**config.mk**
```make
export PLATFORM = sky130hd
export DESIGN_NAME = mem_initiator
export DESIGN_NICKNAME = d
export VERILOG_FILES = /design/src/rtl/mem_initiator.sv
export SDC_FILE = /design/constraint.sdc
export NUM_CORES = 1
export LEC_CHECK = 0
export ABC_AREA = 1
export BUFFER_PORTS_ARGS = -buffer_cell sky130_fd_sc_hd__buf_2
export CAP_MARGIN = 20
export CORE_UTILIZATION = 45
export DETAILED_ROUTE_END_ITERATION = 7
export PLACE_DENSITY = 0.76
export SLEW_MARGIN = 20
export SYNTH_ARGS = -nofsm -noshare
export SYNTH_HDL_FRONTEND = slang
export SYNTH_SLANG_ARGS = --single-unit
export TNS_END_PERCENT = 100
```
**constraint.sdc**
```tcl
create_clock -name Global_clk -period 1.4 [get_ports Global_clk]
set_input_delay 0.14 -clock Global_clk [delete_from_list [all_inputs] [get_ports Global_clk]]
set_output_delay 0.14 -clock Global_clk [all_outputs]
set_load 0.01 [all_outputs]
```
**src/rtl/mem_initiator.sv**
```systemverilog
// mem_initiator: valid/ready word initiator driving memory strobes and image pulses.
// Define MEMI_WRITE_VERIFY_EN to add a readback check after every write.
`ifndef MEM_ADDR_WIDTH
`define MEM_ADDR_WIDTH 8
`endif
`ifndef MEM_WORD_WIDTH
`define MEM_WORD_WIDTH 16
`endif

module mem_initiator #(
  parameter int ADDR_WIDTH = `MEM_ADDR_WIDTH,
  parameter int WORD_WIDTH = `MEM_WORD_WIDTH,
  parameter int LEN_WIDTH  = 4
) (
  input  logic                  Global_clk,
  input  logic                  Global_rst,
  input  logic                  Req_valid,
  output logic                  Req_ready,
  input  logic                  Req_write,
  input  logic [ADDR_WIDTH-1:0] Req_addr,
  input  logic [WORD_WIDTH-1:0] Req_data,
  input  logic [LEN_WIDTH-1:0]  Req_len,
  output logic                  Resp_valid,
  output logic [WORD_WIDTH-1:0] Resp_data,
  output logic                  Resp_last,
  input  logic                  Img_load_req,
  input  logic                  Img_dump_req,
  output logic                  Read_back_sig,
  output logic                  Write_back_sig,
  output logic                  Read_sig,
  output logic                  Write_sig,
  output logic                  Mem_op_enable,
  output logic [ADDR_WIDTH-1:0] Address_out,
  output logic [WORD_WIDTH-1:0] Data_to_mem,
  input  logic [WORD_WIDTH-1:0] Data_from_mem,
  output logic                  Verify_err
);

  typedef enum logic [3:0] {
    IDLE, SETUP, STROBE, CAPTURE, RESP, IMG,
    VSETUP, VSTROBE, VCAPTURE
  } state_t;

  state_t state_q, state_d;

  logic [ADDR_WIDTH-1:0] addr_q;
  logic [WORD_WIDTH-1:0] data_q;
  logic [WORD_WIDTH-1:0] rdata_q;
  logic [LEN_WIDTH-1:0]  len_q;
  logic                  wr_q;
  logic                  load_q;
  logic                  img_req;
  logic                  last;
  logic                  op;
  logic                  vphase;

  assign img_req = Img_load_req | Img_dump_req;
  assign last    = wr_q | (len_q == '0);

  always_ff @(posedge Global_clk or posedge Global_rst) begin
    if (Global_rst) state_q <= IDLE;
    else            state_q <= state_d;
  end

  always_comb begin
    state_d = state_q;
    unique case (state_q)
      IDLE: begin
        if (img_req)        state_d = IMG;
        else if (Req_valid) state_d = SETUP;
      end
      SETUP:   state_d = STROBE;
      STROBE:  state_d = CAPTURE;
`ifdef MEMI_WRITE_VERIFY_EN
      CAPTURE:  state_d = wr_q ? VSETUP : RESP;
      VSETUP:   state_d = VSTROBE;
      VSTROBE:  state_d = VCAPTURE;
      VCAPTURE: state_d = RESP;
`else
      CAPTURE:  state_d = RESP;
`endif
      RESP:    state_d = last ? IDLE : SETUP;
      IMG:     state_d = IDLE;
      default: state_d = IDLE;
    endcase
  end

  always_ff @(posedge Global_clk or posedge Global_rst) begin
    if (Global_rst) begin
      addr_q  <= '0;
      data_q  <= '0;
      rdata_q <= '0;
      len_q   <= '0;
      wr_q    <= 1'b0;
      load_q  <= 1'b0;
    end else begin
      if (state_q == IDLE) begin
        if (img_req) begin
          load_q <= Img_load_req;
        end else if (Req_valid) begin
          addr_q <= Req_addr;
          data_q <= Req_data;
          len_q  <= Req_len;
          wr_q   <= Req_write;
        end
      end
      if (state_q == CAPTURE && !wr_q) rdata_q <= Data_from_mem;
      // Burst advance: address wraps naturally at the top of the space
      if (state_q == RESP && !last) begin
        addr_q <= addr_q + 1'b1;
        len_q  <= len_q - 1'b1;
      end
    end
  end

`ifdef MEMI_WRITE_VERIFY_EN
  logic verr_q;
  logic vmiss;

  assign vmiss = (state_q == VCAPTURE) && (Data_from_mem != data_q);

  always_ff @(posedge Global_clk or posedge Global_rst) begin
    if (Global_rst) verr_q <= 1'b0;
    else if (vmiss) verr_q <= 1'b1;
  end

  assign Verify_err = verr_q | vmiss;
`else
  assign Verify_err = 1'b0;
`endif

  assign vphase = state_q inside {VSETUP, VSTROBE, VCAPTURE};
  assign op     = vphase | (state_q inside {SETUP, STROBE, CAPTURE, RESP});

  always_comb begin
    Req_ready      = 1'b0;
    Resp_valid     = 1'b0;
    Resp_last      = 1'b0;
    Resp_data      = '0;
    Read_back_sig  = 1'b0;
    Write_back_sig = 1'b0;
    Read_sig       = 1'b0;
    Write_sig      = 1'b0;
    Mem_op_enable  = 1'b0;
    Address_out    = '0;
    Data_to_mem    = '0;
    if (op) begin
      Read_sig    = ~wr_q | vphase;
      Write_sig   = wr_q & ~vphase;
      Address_out = addr_q;
      Data_to_mem = data_q;
    end
    unique case (state_q)
      IDLE:    Req_ready = ~img_req & ~Global_rst;
      STROBE:  Mem_op_enable = 1'b1;
      VSTROBE: Mem_op_enable = 1'b1;
      RESP: begin
        Resp_valid = 1'b1;
        Resp_last  = last;
        Resp_data  = wr_q ? data_q : rdata_q;
      end
      IMG: begin
        Read_back_sig  = load_q;
        Write_back_sig = ~load_q;
      end
      default: ;
    endcase
  end

endmodule

```
==> impl_metrics.env <==
export IMPL_final_area_um2=4460
export IMPL_clk_pin_slew_worst_paths_ns=0.10
export IMPL_grt_first_pass_wirelength_um=13000
export IMPL_endpoint_kind="output port"
export IMPL_cts_max_level=2
export IMPL_critPathArrivalTime_ns=1.53
export IMPL_async_reset_ff_share_pct=100
export IMPL_core_area_um2=6060
export IMPL_path_max_fanout=18
export IMPL_grt_max_degree=32
export IMPL_ys_flop_type="dfrtp_1"
export IMPL_drv_slew=0
export IMPL_drt_pass1_iter_count=7
export IMPL_finalNonFillerCells=617
export IMPL_num_antenna_cells=0
export IMPL_p_per_area_nw_per_um2=2240
export IMPL_worstSetupPathType="reg -> out"
export IMPL_clock_latency_ns=0.31
export IMPL_utilization_pct=73.6
export IMPL_synth_edff_count=0
export IMPL_power_total_mw=10.0
export IMPL_fin_nets=593
export IMPL_yosysUniqueCellTypes=26
export IMPL_grtUsageTotal_pct=25.6
export IMPL_grt_ovfl_total=0
export IMPL_crit_family="flip-flops"
export IMPL_wl_per_cell_um=15.6
export IMPL_rsz0062_at_grt="true"
export IMPL_crit_path_cell_trace="nand2_2 > a21oi_4 > buf_12 > nor2_1 > buf_2"
export IMPL_boundaryPins=99
export IMPL_hpwl_um=5340
export IMPL_path_buf_inv=2
export IMPL_ys_ff_latch=49
export IMPL_regArea_um2=1230
export IMPL_period_minus_slack_ns=1.67
export IMPL_setup_viol=78
export IMPL_io_buffers=97
export IMPL_critPathMaxStageDelay_ns=0.50
export IMPL_syn_avg_cell_area_um2=7.21
export IMPL_cts_buffers_inserted=5
export IMPL_antenna_found_initial=0
export IMPL_timing_fmax_ghz=0.598
export IMPL_synth_cells=402
export IMPL_rows=28
export IMPL_dr_total_vias=3340
export IMPL_pre_cts_ws_ns=-0.0424
export IMPL_multi_input_area_um2=1720
export IMPL_first_iter_violations=278
export IMPL_worst_clock_skew_ns=0.00538
export IMPL_drive_above_1_share_pct=46.7
export IMPL_clockBufferDepth=2
export IMPL_syn_area_um2=2900
export IMPL_violations="setup timing"
export IMPL_floorplan_initialDensity_pct=47.8
export IMPL_fin_ws_ns=-0.272
export IMPL_fin_setup_tns_ns=-11.99
export IMPL_cp_data_required_time_ns=1.26
export IMPL_drcViolationCount=0
export IMPL_max_cap_viol_count=0
export IMPL_die_w_um=82.3
export IMPL_min_path_type="in -> reg"
export IMPL_dieArea_um2=6770
export IMPL_routabilityCongestion=0.823
export IMPL_synth_warnings=0
export IMPL_place_inst=581
export IMPL_clkSinkCount=49
export IMPL_p_leak_nw=2.36
export IMPL_grt_pass1_vias=2857
export IMPL_fillCellCount=430
export IMPL_cts_tree="done"
export IMPL_holdWs_ns=0.0292
export IMPL_critPathLaunchType="register"
export IMPL_cpMaxStageDelayCell="dfrtp_2"
export IMPL_peakVddDrop_v=0.00125
export IMPL_place_area_um2=3580
export IMPL_die_height_um=82.3
export IMPL_antenna_left=0
export IMPL_drt_wl_total_um=9660
export IMPL_fin_crit_sh_pct=119
export IMPL_viasPerCell=5.41
export IMPL_cts_root_buf="clkbuf_8"
export IMPL_status="finished, violations left"
export IMPL_synth_yosys_seq_area_share_pct=42.3
export IMPL_final_hold_violation_count=0
export IMPL_syn_nets=454
export IMPL_areaGrowthSynthToFinish_pct=53.8
-- cells in the mapped netlist (2+ instances only) --
cell type | number | share of area, %
o21ai_0 | 23 | 4.0
buf_2 | 5 | 0.86
nand2_2 | 4 | 0.86
nor2_1 | 39 | 5.0
nor2_4 | 3 | 1.2
nor2_8 | 3 | 2.1
dfrtp_1 | 49 | 42
ha_1 | 2 | 0.86
buf_4 | 4 | 1.0
buf_6 | 7 | 2.7
nand4_1 | 2 | 0.43
nand3_1 | 32 | 5.5
nand2_1 | 155 | 20
nand2_4 | 3 | 1.2
a21oi_1 | 20 | 3.5
inv_1 | 40 | 5.2
inv_2 | 2 | 0.26
-- worst paths after layout --
check                                 from             end  slack, ns  cells past startpoint
worst max-delay path            state_q[2]  Data_to_mem[8]      -0.27                      5
worst min-delay path             Req_write            wr_q       0.03                      3
worst max register to register  state_q[1]       addr_q[2]      -0.15                      7
worst min register to register  rdata_q[5]      rdata_q[5]       0.48                      2
max in group asynchronous       Global_rst      state_q[0]       0.48                      4
min in group asynchronous       Global_rst       addr_q[7]       0.39                      3
-- what timing repair did --
item,in CTS,in global routing
gates resized for setup,49,99
hold buffers,1,0
pin swaps,12,17
setup buffers,12,11
cloned,5,3
endpoints found under the hold margin,18,0
endpoints found under the setup margin,57,77
-- power breakdown --
group	internal, mW	leakage [nW]	switching, mW
Sequential	2.13	0.590	0.636
Combinational	2.70	1.72	3.59
Clock	0.411	0.0518	0.530
Total	5.25	2.36	4.76
-- cell usage in the layout, fill, tap and decap left out, drive strengths merged --
cell	n
dlygate4sd3	1
ha	2
buf	143
nand4	2
o21ai	24
xor2	1
dfrtp	49
nand2	163
conb	1
clkinv	1
bufbuf	1
nor2	47
nand3	34
a21oi	21
nand3b	1
clkbuf	7
inv	44
-- logic make-up after synthesis --
group	after synthesis	share of synthesized area (%)
fa+ha+maj	2	0.863
xor+xnor	1	0.302
simple gates	244	37.5
buf+inv	60	10.6
compound gates	45	8.29
flops	49	42.3
other cells	1	0.129
-- flip-flops by register name, indices dropped and copies added, names as in the netlist --
name	flops
data_q	16
rdata_q	16
addr_q	8
len_q	4
state_q	3
load_q	1
wr_q	1
-- layer usage --
layer  track usage (%)  vias to the layer above  wire length, um  part of all wire, %
li1                  -                     1531                -                    -
met1              33.8                     1560             3810                   39
met2              42.6                      206             4810                   50
met3              3.74                       43              690                  7.1
met4              9.30                        0              338                  3.5
met5                 0                        -                0                    0
-- worst register-to-register path, delay by kind of cell, from the launching register on --
kind	cells	cell delay, ns
buf+inv	1	0.16
flops	1	0.46
simple gates	6	0.82
-- area by class of cell --
cell class	count	area share (%)
Tap cell	75	2.10
Clock inverter	2	0.393
Multi-Input combinational cell	296	38.6
Clock buffer	6	1.85
Timing Repair Buffer	146	25.6
Inverter	43	3.90
Sequential cell	49	27.6
Power figures use the tool's default switching activity.
